## src/rtl/pwm_gen_multi.sv

```systemverilog
// Multi-channel PWM generator with Avalon-MM register access.
// One shared period counter drives NUM_CH PWM/direction pairs. Host writes
// land in shadow registers and reach the active set only at a period wrap
// (or continuously while the block is disabled), so outputs never glitch.
// A direction flip blanks that channel's PWM for DEAD_CYCLES clocks.
module pwm_gen_multi #(
  parameter int NUM_CH         = 4,
  parameter int CNT_W          = 16,
  parameter int ADDR_W         = 4,
  parameter int DEFAULT_PERIOD = 50000,
  parameter int DEAD_CYCLES    = 64
) (
  input  logic              clk,
  input  logic              reset_n,
  input  logic [ADDR_W-1:0] avs_address,
  input  logic              avs_read,
  input  logic              avs_write,
  input  logic [31:0]       avs_writedata,
  output logic [31:0]       avs_readdata,
  output logic              irq,
  output logic [NUM_CH-1:0] pwm_out,
  output logic [NUM_CH-1:0] pwm_dir
);

  localparam int DW = (DEAD_CYCLES > 0) ? $clog2(DEAD_CYCLES + 1) : 1;
  localparam logic [DW-1:0]     DEAD_INIT   = DW'(DEAD_CYCLES);
  localparam logic [CNT_W-1:0]  PERIOD_INIT = CNT_W'(DEFAULT_PERIOD);
  localparam logic [ADDR_W-1:0] A_CTRL   = ADDR_W'(0);
  localparam logic [ADDR_W-1:0] A_PERIOD = ADDR_W'(1);
  localparam logic [ADDR_W-1:0] A_STATUS = ADDR_W'(2);
  localparam logic [ADDR_W-1:0] A_COUNT  = ADDR_W'(3);

  logic              ctrl_en;
  logic              ctrl_ie;
  logic              wrap_flag;
  logic [CNT_W-1:0]  period_sh;
  logic [CNT_W-1:0]  period_act;
  logic [CNT_W-1:0]  cnt;
  logic [CNT_W-1:0]  duty_sh  [NUM_CH];
  logic [CNT_W-1:0]  duty_act [NUM_CH];
  logic [NUM_CH-1:0] dir_sh;
  logic [NUM_CH-1:0] chen_sh;
  logic [NUM_CH-1:0] dir_act;
  logic [NUM_CH-1:0] chen_act;
  logic [DW-1:0]     dead_cnt [NUM_CH];

  logic              counting;
  logic              boundary;
  logic              load_act;
  logic              status_clr;
  logic [31:0]       rd_mux;
  logic              unused_wdata;

  assign unused_wdata = ^avs_writedata[31:CNT_W];

  // Period timing: running, wrap detection and when the active set may reload.
  // A zero active period stalls the counter, so reloading then cannot glitch.
  always_comb begin
    counting   = ctrl_en && (period_act != '0);
    boundary   = counting && (cnt == period_act - CNT_W'(1));
    load_act   = !ctrl_en || boundary || (period_act == '0);
    status_clr = avs_write && (avs_address == A_STATUS) && avs_writedata[0];
  end

  // Host-visible shadow and control registers written over Avalon.
  always_ff @(posedge clk or negedge reset_n) begin
    if (!reset_n) begin
      ctrl_en   <= 1'b0;
      ctrl_ie   <= 1'b0;
      period_sh <= PERIOD_INIT;
      dir_sh    <= '0;
      chen_sh   <= '0;
      for (int k = 0; k < NUM_CH; k++) duty_sh[k] <= '0;
    end else if (avs_write) begin
      if (avs_address == A_CTRL) begin
        ctrl_en <= avs_writedata[0];
        ctrl_ie <= avs_writedata[1];
      end
      if (avs_address == A_PERIOD) period_sh <= avs_writedata[CNT_W-1:0];
      for (int k = 0; k < NUM_CH; k++) begin
        if (avs_address == ADDR_W'(4 + 2 * k)) duty_sh[k] <= avs_writedata[CNT_W-1:0];
        if (avs_address == ADDR_W'(5 + 2 * k)) begin
          dir_sh[k]  <= avs_writedata[0];
          chen_sh[k] <= avs_writedata[1];
        end
      end
    end
  end

  // Wrap flag: a wrap in the same cycle as a host clear keeps the flag set.
  always_ff @(posedge clk or negedge reset_n) begin
    if (!reset_n)        wrap_flag <= 1'b0;
    else if (boundary)   wrap_flag <= 1'b1;
    else if (status_clr) wrap_flag <= 1'b0;
  end

  // Shared period counter, parked at zero whenever it is not running.
  always_ff @(posedge clk or negedge reset_n) begin
    if (!reset_n)                 cnt <= '0;
    else if (!counting || boundary) cnt <= '0;
    else                          cnt <= cnt + CNT_W'(1);
  end

  // Active register set, refreshed from the shadows only at safe points.
  always_ff @(posedge clk or negedge reset_n) begin
    if (!reset_n) begin
      period_act <= PERIOD_INIT;
      dir_act    <= '0;
      chen_act   <= '0;
      for (int k = 0; k < NUM_CH; k++) duty_act[k] <= '0;
    end else if (load_act) begin
      period_act <= period_sh;
      dir_act    <= dir_sh;
      chen_act   <= chen_sh;
      for (int k = 0; k < NUM_CH; k++) duty_act[k] <= duty_sh[k];
    end
  end

  // Per-channel dead-time counters, restarted whenever an applied DIR flips.
  always_ff @(posedge clk or negedge reset_n) begin
    if (!reset_n) begin
      for (int k = 0; k < NUM_CH; k++) dead_cnt[k] <= '0;
    end else begin
      for (int k = 0; k < NUM_CH; k++) begin
        if (load_act && (dir_sh[k] != dir_act[k])) dead_cnt[k] <= DEAD_INIT;
        else if (dead_cnt[k] != '0)                dead_cnt[k] <= dead_cnt[k] - DW'(1);
      end
    end
  end

  // Registered PWM, direction and interrupt outputs.
  always_ff @(posedge clk or negedge reset_n) begin
    if (!reset_n) begin
      pwm_out <= '0;
      pwm_dir <= '0;
      irq     <= 1'b0;
    end else begin
      for (int k = 0; k < NUM_CH; k++) begin
        pwm_out[k] <= ctrl_en && chen_act[k] && (cnt < duty_act[k]) && (dead_cnt[k] == '0);
      end
      pwm_dir <= dir_act;
      irq     <= wrap_flag && ctrl_ie;
    end
  end

  // Read multiplexer over the shadow registers; unmapped words read zero.
  always_comb begin
    rd_mux = '0;
    if (avs_address == A_CTRL)   rd_mux = {30'd0, ctrl_ie, ctrl_en};
    if (avs_address == A_PERIOD) rd_mux = 32'(period_sh);
    if (avs_address == A_STATUS) rd_mux = {31'd0, wrap_flag};
    if (avs_address == A_COUNT)  rd_mux = 32'(cnt);
    for (int k = 0; k < NUM_CH; k++) begin
      if (avs_address == ADDR_W'(4 + 2 * k)) rd_mux = 32'(duty_sh[k]);
      if (avs_address == ADDR_W'(5 + 2 * k)) rd_mux = {30'd0, chen_sh[k], dir_sh[k]};
    end
  end

  // Read data register: one-cycle latency, holds between reads.
  always_ff @(posedge clk or negedge reset_n) begin
    if (!reset_n)      avs_readdata <= '0;
    else if (avs_read) avs_readdata <= rd_mux;
  end

endmodule

```

## config.mk

```make
export PLATFORM = sky130hd
export DESIGN_NAME = pwm_gen_multi
export DESIGN_NICKNAME = d
export VERILOG_FILES = /design/src/rtl/pwm_gen_multi.sv
export SDC_FILE = /design/constraint.sdc
export NUM_CORES = 1
export LEC_CHECK = 0
export BUFFER_PORTS_ARGS = -buffer_cell sky130_fd_sc_hd__buf_2
export CAP_MARGIN = 20
export CORE_ASPECT_RATIO = 1.1
export CORE_MARGIN = 2
export CORE_UTILIZATION = 65
export CTS_CLUSTER_SIZE = 10
export DETAILED_ROUTE_END_ITERATION = 7
export PLACE_DENSITY_LB_ADDON = 0.1
export SYNTH_ARGS = -nofsm -noshare
export SYNTH_HDL_FRONTEND = slang
export SYNTH_SLANG_ARGS = --single-unit
```

## constraint.sdc

```tcl
create_clock -name clk -period 7.67 [get_ports clk]
set_input_delay 0.3835 -clock clk [delete_from_list [all_inputs] [get_ports clk]]
set_output_delay 0.3835 -clock clk [all_outputs]
set_load 0.03 [all_outputs]
```

== Yosys cells after proc, flatten, opt, wreduce, memory -nomap -nowiden ==
Cells that the tools add are included.
Widths: inputs -> output; s select.

* Register bits after elaboration: 264
* Input port bits: 40
* Output and inout port bits: 41
* Logic and storage cells: 133

* Add/sub/neg operators: 6
* Order comparisons: 4
* Equality and inequality tests: 16
* Mux-type cells: 23
* Reductions and logical operators: 52

{| class="wikitable"
|+ Operator list
! kind !! number
|-
| $mux 16 || 8
|-
| $mux 32 || 4
|-
| $lt 16x16->1 || 4
|-
| $mux 7 || 8
|-
| $logic_not 7->1 || 4
|-
| $reduce_bool 7->1 || 4
|-
| $sub 7x1->7 const B || 4
|-
| $logic_and 1x1->1 || 21
|-
| $reduce_and 2->1 || 10
|-
| $add 16x1->16 const B || 1
|-
| $eq 16x16->1 || 1
|-
| $eq 4x3->1 const B || 4
|-
| $eq 4x4->1 const B || 4
|-
| $logic_not 16->1 || 1
|-
| $reduce_bool 16->1 || 1
|-
| $sub 16x1->16 const B || 1
|-
| $reduce_bool 2->1 || 5
|-
| $eq 4x2->1 const B || 2
|-
| $eq 4x1->1 const B || 1
|-
| $logic_not 4->1 || 1
|-
| $ne 1x1->1 || 4
|-
| $logic_or 1x1->1 || 3
|-
| $logic_not 1->1 || 2
|-
| $mux 1 || 2
|-
| $mux 2 || 1
|}

== Logic depth before layout (Yosys ltp) ==
* Word-level depth: 13
* Depth in mapped cells: 11
* Gate-level depth less buffers: 8

== Worst setup path before layout ==
Ideal clock, no wire load.

* Path kind: reg-to-reg
* Start: reg period_act[8]
* End: reg cnt[1]
* Setup time: 0.120 ns
* Data arrival time: 3.031 ns
* Required time: 7.550 ns
* Path slack: 4.519 ns
* Cell stages (with the launch flop): 8
* Buffers on the path: 1
* Period minus slack after synthesis: 3.151 ns
* Cell sequence: dfstp_2 > or4_4 > or3_1 > or4b_1 > a2111o_1 > buf_6 > or4_4 > and3_1

* Cells in the longest elaborated chain, start to end: 5
* Elaborated cells on any way between the ends: 8
* Classes of those cells: add/sub: 1; eq/ne: 1; mux: 1; reduce/logical: 5

{| class="wikitable"
|+ Ends and longest elaborated chain
! element !! line !! source
|-
| start, declared || 37 || <nowiki>logic [CNT_W-1:0] period_act;</nowiki>
|-
| start signal, assigned || 112 || <nowiki>period_act <= period_sh;</nowiki>
|-
| $sub 16x1->16 or $reduce_bool 16->1 (tied branches) || 60, 59 ||
|-
| $eq 16x16->1 or $logic_and 1x1->1 (tied branches) || 60, 59 ||
|-
| $logic_and 1x1->1 or $logic_not 1->1 (tied branches) || 60, 100 ||
|-
| $logic_or 1x1->1 (*) || 100 || <nowiki>else if (!counting || boundary) cnt <= '0;</nowiki>
|-
| $mux 16 (*) || 100 ||
|-
| end signal, assigned || 101 || <nowiki>else cnt <= cnt + CNT_W'(1);</nowiki>
|-
| end, declared || 38 || <nowiki>logic [CNT_W-1:0] cnt;</nowiki>
|}

Every way passes the cells marked *; elsewhere a longest branch is shown, timed or not.
A chain may end at the register's enable or synchronous reset.

== Worst setup path in the final report ==
* Start: reg period_act[8]
* End: reg dead_cnt[25] (netlist bit)

* Cells in the longest elaborated chain, start to end: 7
* Elaborated cells on any way between the ends: 11
* Classes of those cells: add/sub: 1; eq/ne: 1; mux: 1; reduce/logical: 8

{| class="wikitable"
|+ Ends and longest elaborated chain
! element !! line !! source
|-
| $sub 16x1->16 or $reduce_bool 16->1 (tied branches) || 60, 59 ||
|-
| $eq 16x16->1 or $logic_and 1x1->1 (tied branches) || 60, 59 ||
|-
| $logic_and 1x1->1 || 60 || <nowiki>boundary = counting && (cnt == period_act - CNT_W'(1));</nowiki>
|-
| $logic_or 1x1->1 || 61 || <nowiki>load_act = !ctrl_en || boundary || (period_act == '0);</nowiki>
|-
| $logic_or 1x1->1 (*) || 61 ||
|-
| $logic_and 1x1->1 (*) || 125 || <nowiki>if (load_act && (dir_sh[k] != dir_act[k])) dead_cnt[k] <= DEAD_INIT;</nowiki>
|-
| $mux 7 or $reduce_bool 2->1 (tied branches) || -- ||
|-
| end signal, assigned by index || 125 ||
|-
| end, declared || 45 || <nowiki>logic [DW-1:0] dead_cnt [NUM_CH];</nowiki>
|}

Marks and branches as above.

==> impl_metrics.yaml <==
power_and_ir_drop:
  seqPwrFrac_pct: 36.3
  pwr-share-clk_pct: 21.8
  p_leak_nw: 7.31
  intPower_mw: 3.40
  p_sw_mw: 2.40
  p_comb_share_pct: 41.9
  swShare_pct: 41.4
  cellPowerDensity_nw_per_um2: 339
  ir_drop_mv: 0.277
global_route:
  grt_pass1_wl_um: 73500
  grt_pass1_vias: 13300
  track_usage_pct: 35.4
  grt_max_degree: 139
  globalRouteOverflowTotal: 0
  antenna_found_initial: 0
routing:
  via_count: 13700
  ant_nets: 0
  first_pass_iters: 5
  drt-total-wl_um: 45800
  drc: 0
  vias_per_cell: 6.98
  routedWlPerCell_um: 23.3
  initialDrtViolationCount: 1203
sta:
  setup_viol_count_final: 0
  setup_tns_ps: 0
  worst_pin_slew_ps: 1050
  skew_ps: 15.0
  setup_ws_ps: 3610
  layout_min_cycle_time_ps: 4060
  rsz0062_at_grt: "false"
  slew_headroom_pct: 29.7
  max_freq_mhz: 246
  final-hold-violation-count: 0
  whs_ps: 117
  min_period_over_period_pct: 52.9
  report.final.slew_viol_count: 0
critical_path:
  start_kind: "register"
  critPathArrivalTime_ps: 4450
  crit_buf_inv: 3
  slowest_delay_ps: 550
  required_ps: 8060
  cpMostUsedCell: "buf_4"
  crit_fanout: 63
  crit_chain: "or4_4 -> or3_1 -> or4_1 -> a211o_2 -> buf_4 -> buf_4 -> nor4_4 -> buf_4 -> a21oi_1"
  crit_slowest_cell: "or4_4"
  crit_path_end_kind: "register"
  critPathTopFamily: "simple AND/OR/NAND/NOR gates"
  critical_path_class: "reg -> reg"
placement:
  place_ws_ps: 3670
  post-place-cells: 1909
  globalplace.congestion: 0.885
  dp_hpwl_um: 28300
  port_buffers: 48
finish:
  layout.cells.non_filler: 1967
  diodes: 0
  syn_to_final_growth_pct: 7.74
  nNetsFinal: 1749
  drive_gt1_share_pct: 17.0
logic_synthesis:
  yosysTopAreaCell: "dfrtp_1"
  async_flop_share_pct: 100
  netlist.area_leader.share_pct: 37.2
  synth-seq-cells: 248
  synth_seq_area_share_pct: 39.2
  syn_area_per_cell_um2: 9.47
  yosys_warnings: 0
  ys.flop_type: "dfrtp_1"
  ys_types: 67
  synth.area.top_cells: "dfrtp_1 37%, mux2_2 6.0%, a221oi_2 5.4%, ha_1 5.4%, or4_1 4.3%"
  synthCells: 1675
  synth_edf_count: 0
  netlist_area_um2: 15900
clock_tree:
  clk_pin_slew_ps: 60
  numCtsBuffers: 29
  clkLatencyLatePin_ps: 550
  cts_sinks: 248
  clockBufferDepth: 3
  cts_root_buf: "clkbuf_16"
  cts_tree: "built"
  htreeDepth: 1
  post_cts_buffers: 0
die:
  row_count: 59
  core_area_um2: 23800
  die_w_um: 153
  num_io_pins: 81
  die_area_um2: 25700
  die_h_um: 168
  initial_utilization_pct: 66.5
hold_path:
  worstHoldPathType: "in -> reg"
run_status:
  status: "finished clean"
flow_run:
  max_cap_viol_count: 0
[worst paths after layout]
kind | start | endpoint | slack, ps | cells after the start
max in group asynchronous | reset_n | duty_act[5] | 5360 | 4
worst max-delay path | period_act[8] | dead_cnt[25] | 3610 | 9
worst min-delay path | avs_writedata[0] | dir_sh[3] | 120 | 2
worst max register to register | period_act[8] | dead_cnt[25] | 3610 | 9
min in group asynchronous | reset_n | dead_cnt[24] | 430 | 2
worst min register to register | dir_act[0] | pwm_dir[0] | 420 | 0
[power by group through the flow]
| stage | combinational (mW) | sequential (mW) | clock (mW) |
|---|---|---|---|
| 2_1_floorplan | 1.86 | 2.04 | 0 |
| 3_3_place_gp | 2.29 | 2.09 | 0 |
| 3_5_place_dp | 2.39 | 2.11 | 0 |
| 4_1_cts | 2.41 | 2.09 | 1.27 |
| 5_1_grt | 2.69 | 2.15 | 1.33 |
| 6_report | 2.43 | 2.11 | 1.26 |
[cells in the final DEF, fill, tap and decap left out, drive strengths merged, types with 16 or more instances in the layout]
master / n
dfrtp: 236
nand2: 151
nor2: 101
nor3: 94
or4: 93
mux2: 84
inv: 83
a221oi: 77
buf: 75
ha: 68
o311ai: 63
o21ai: 62
a21oi: 57
clkbuf: 51
xnor2: 31
and3: 30
nand3: 28
a22oi: 28
a22o: 25
a31oi: 21
nor4: 19
xor2: 19
a21o: 17
conb: 16
[logic make-up after synthesis]
family	after synthesis	share of synthesized area [%]
xor gates and xnor gates	50	2.76
buffers and inverters	239	6.54
adders and majority gates	68	5.36
AOI/OAI and AO/OA	397	20.5
other	1	0.0236
muxes	90	6.50
DFF	248	39.2
and+or+nand+nor	582	19.1
[final cells by class]
cell class / instances / area [um2]
clock buffer: 51 / 828
multi-input combinational: 1203 / 8740
sequential: 248 / 6220
tap: 305 / 382
fill: 1774 / 6750
timing repair buffer: 76 / 608
inverter: 83 / 312
clock inverter: 1 / 5.00
[metal layers]
metal  global-route usage, %  up-vias  share of wire (%)
met3                    4.27      108                7.7
li1                        -     6211                  -
met5                       0        -                  0
met4                    17.6        0                4.3
met2                    55.8      605                 47
met1                    48.9     6807                 41
[registers in the layout, summed over array words and instances, names as in the netlist]
register and cells:
ctrl_en 1, dir_sh 4, chen_act 4, wrap_flag 1, period_act 16, chen_sh 4, period_sh 16, irq 1
duty_act 64, cnt 16, avs_readdata 16, dir_act 4, duty_sh 64, pwm_dir 4, dead_cnt 28, ctrl_ie 1
pwm_out 4
[metrics by stage]
stage          utilization (%)  cell area [um2]  total power, mW
3_3_place_gp              67.5            16100             4.38
2_1_floorplan                -            15900             3.90
4_1_cts                   71.2            17000             5.77
5_1_grt                   71.7            17100             6.17
6_report                  71.7            17100             5.80
3_5_place_dp              67.6            16100             4.50
[repair_timing]
| action | in CTS | in global routing |
|---|---|---|
| hold buffers | 1 | 0 |
| hold endpoints to repair | 97 | 0 |
| gates resized for setup | 0 | 0 |
[cell usage after synthesis, types with 5 or more instances]
master	instances
a21boi_0	9
a21o_1	17
a21oi_1	57
a221oi_1	20
a221oi_2	57
a22o_1	25
a22oi_1	28
a31oi_1	21
and3_1	30
buf_1	6
buf_2	8
buf_4	21
buf_6	7
clkbuf_1	114
dfrtp_1	236
dfstp_2	12
ha_1	68
inv_1	83
mux2_2	84
nand2_1	151
nand2b_1	13
nand3_1	28
nand4_1	14
nor2_1	101
nor2b_1	10
nor3_1	94
nor4_1	18
o211ai_1	6
o21ai_0	58
o311ai_1	63
o31ai_1	5
or3_1	11
or4_1	91
xnor2_1	31
xor2_1	19
Note: power is estimated with default switching activity, not from simulation.
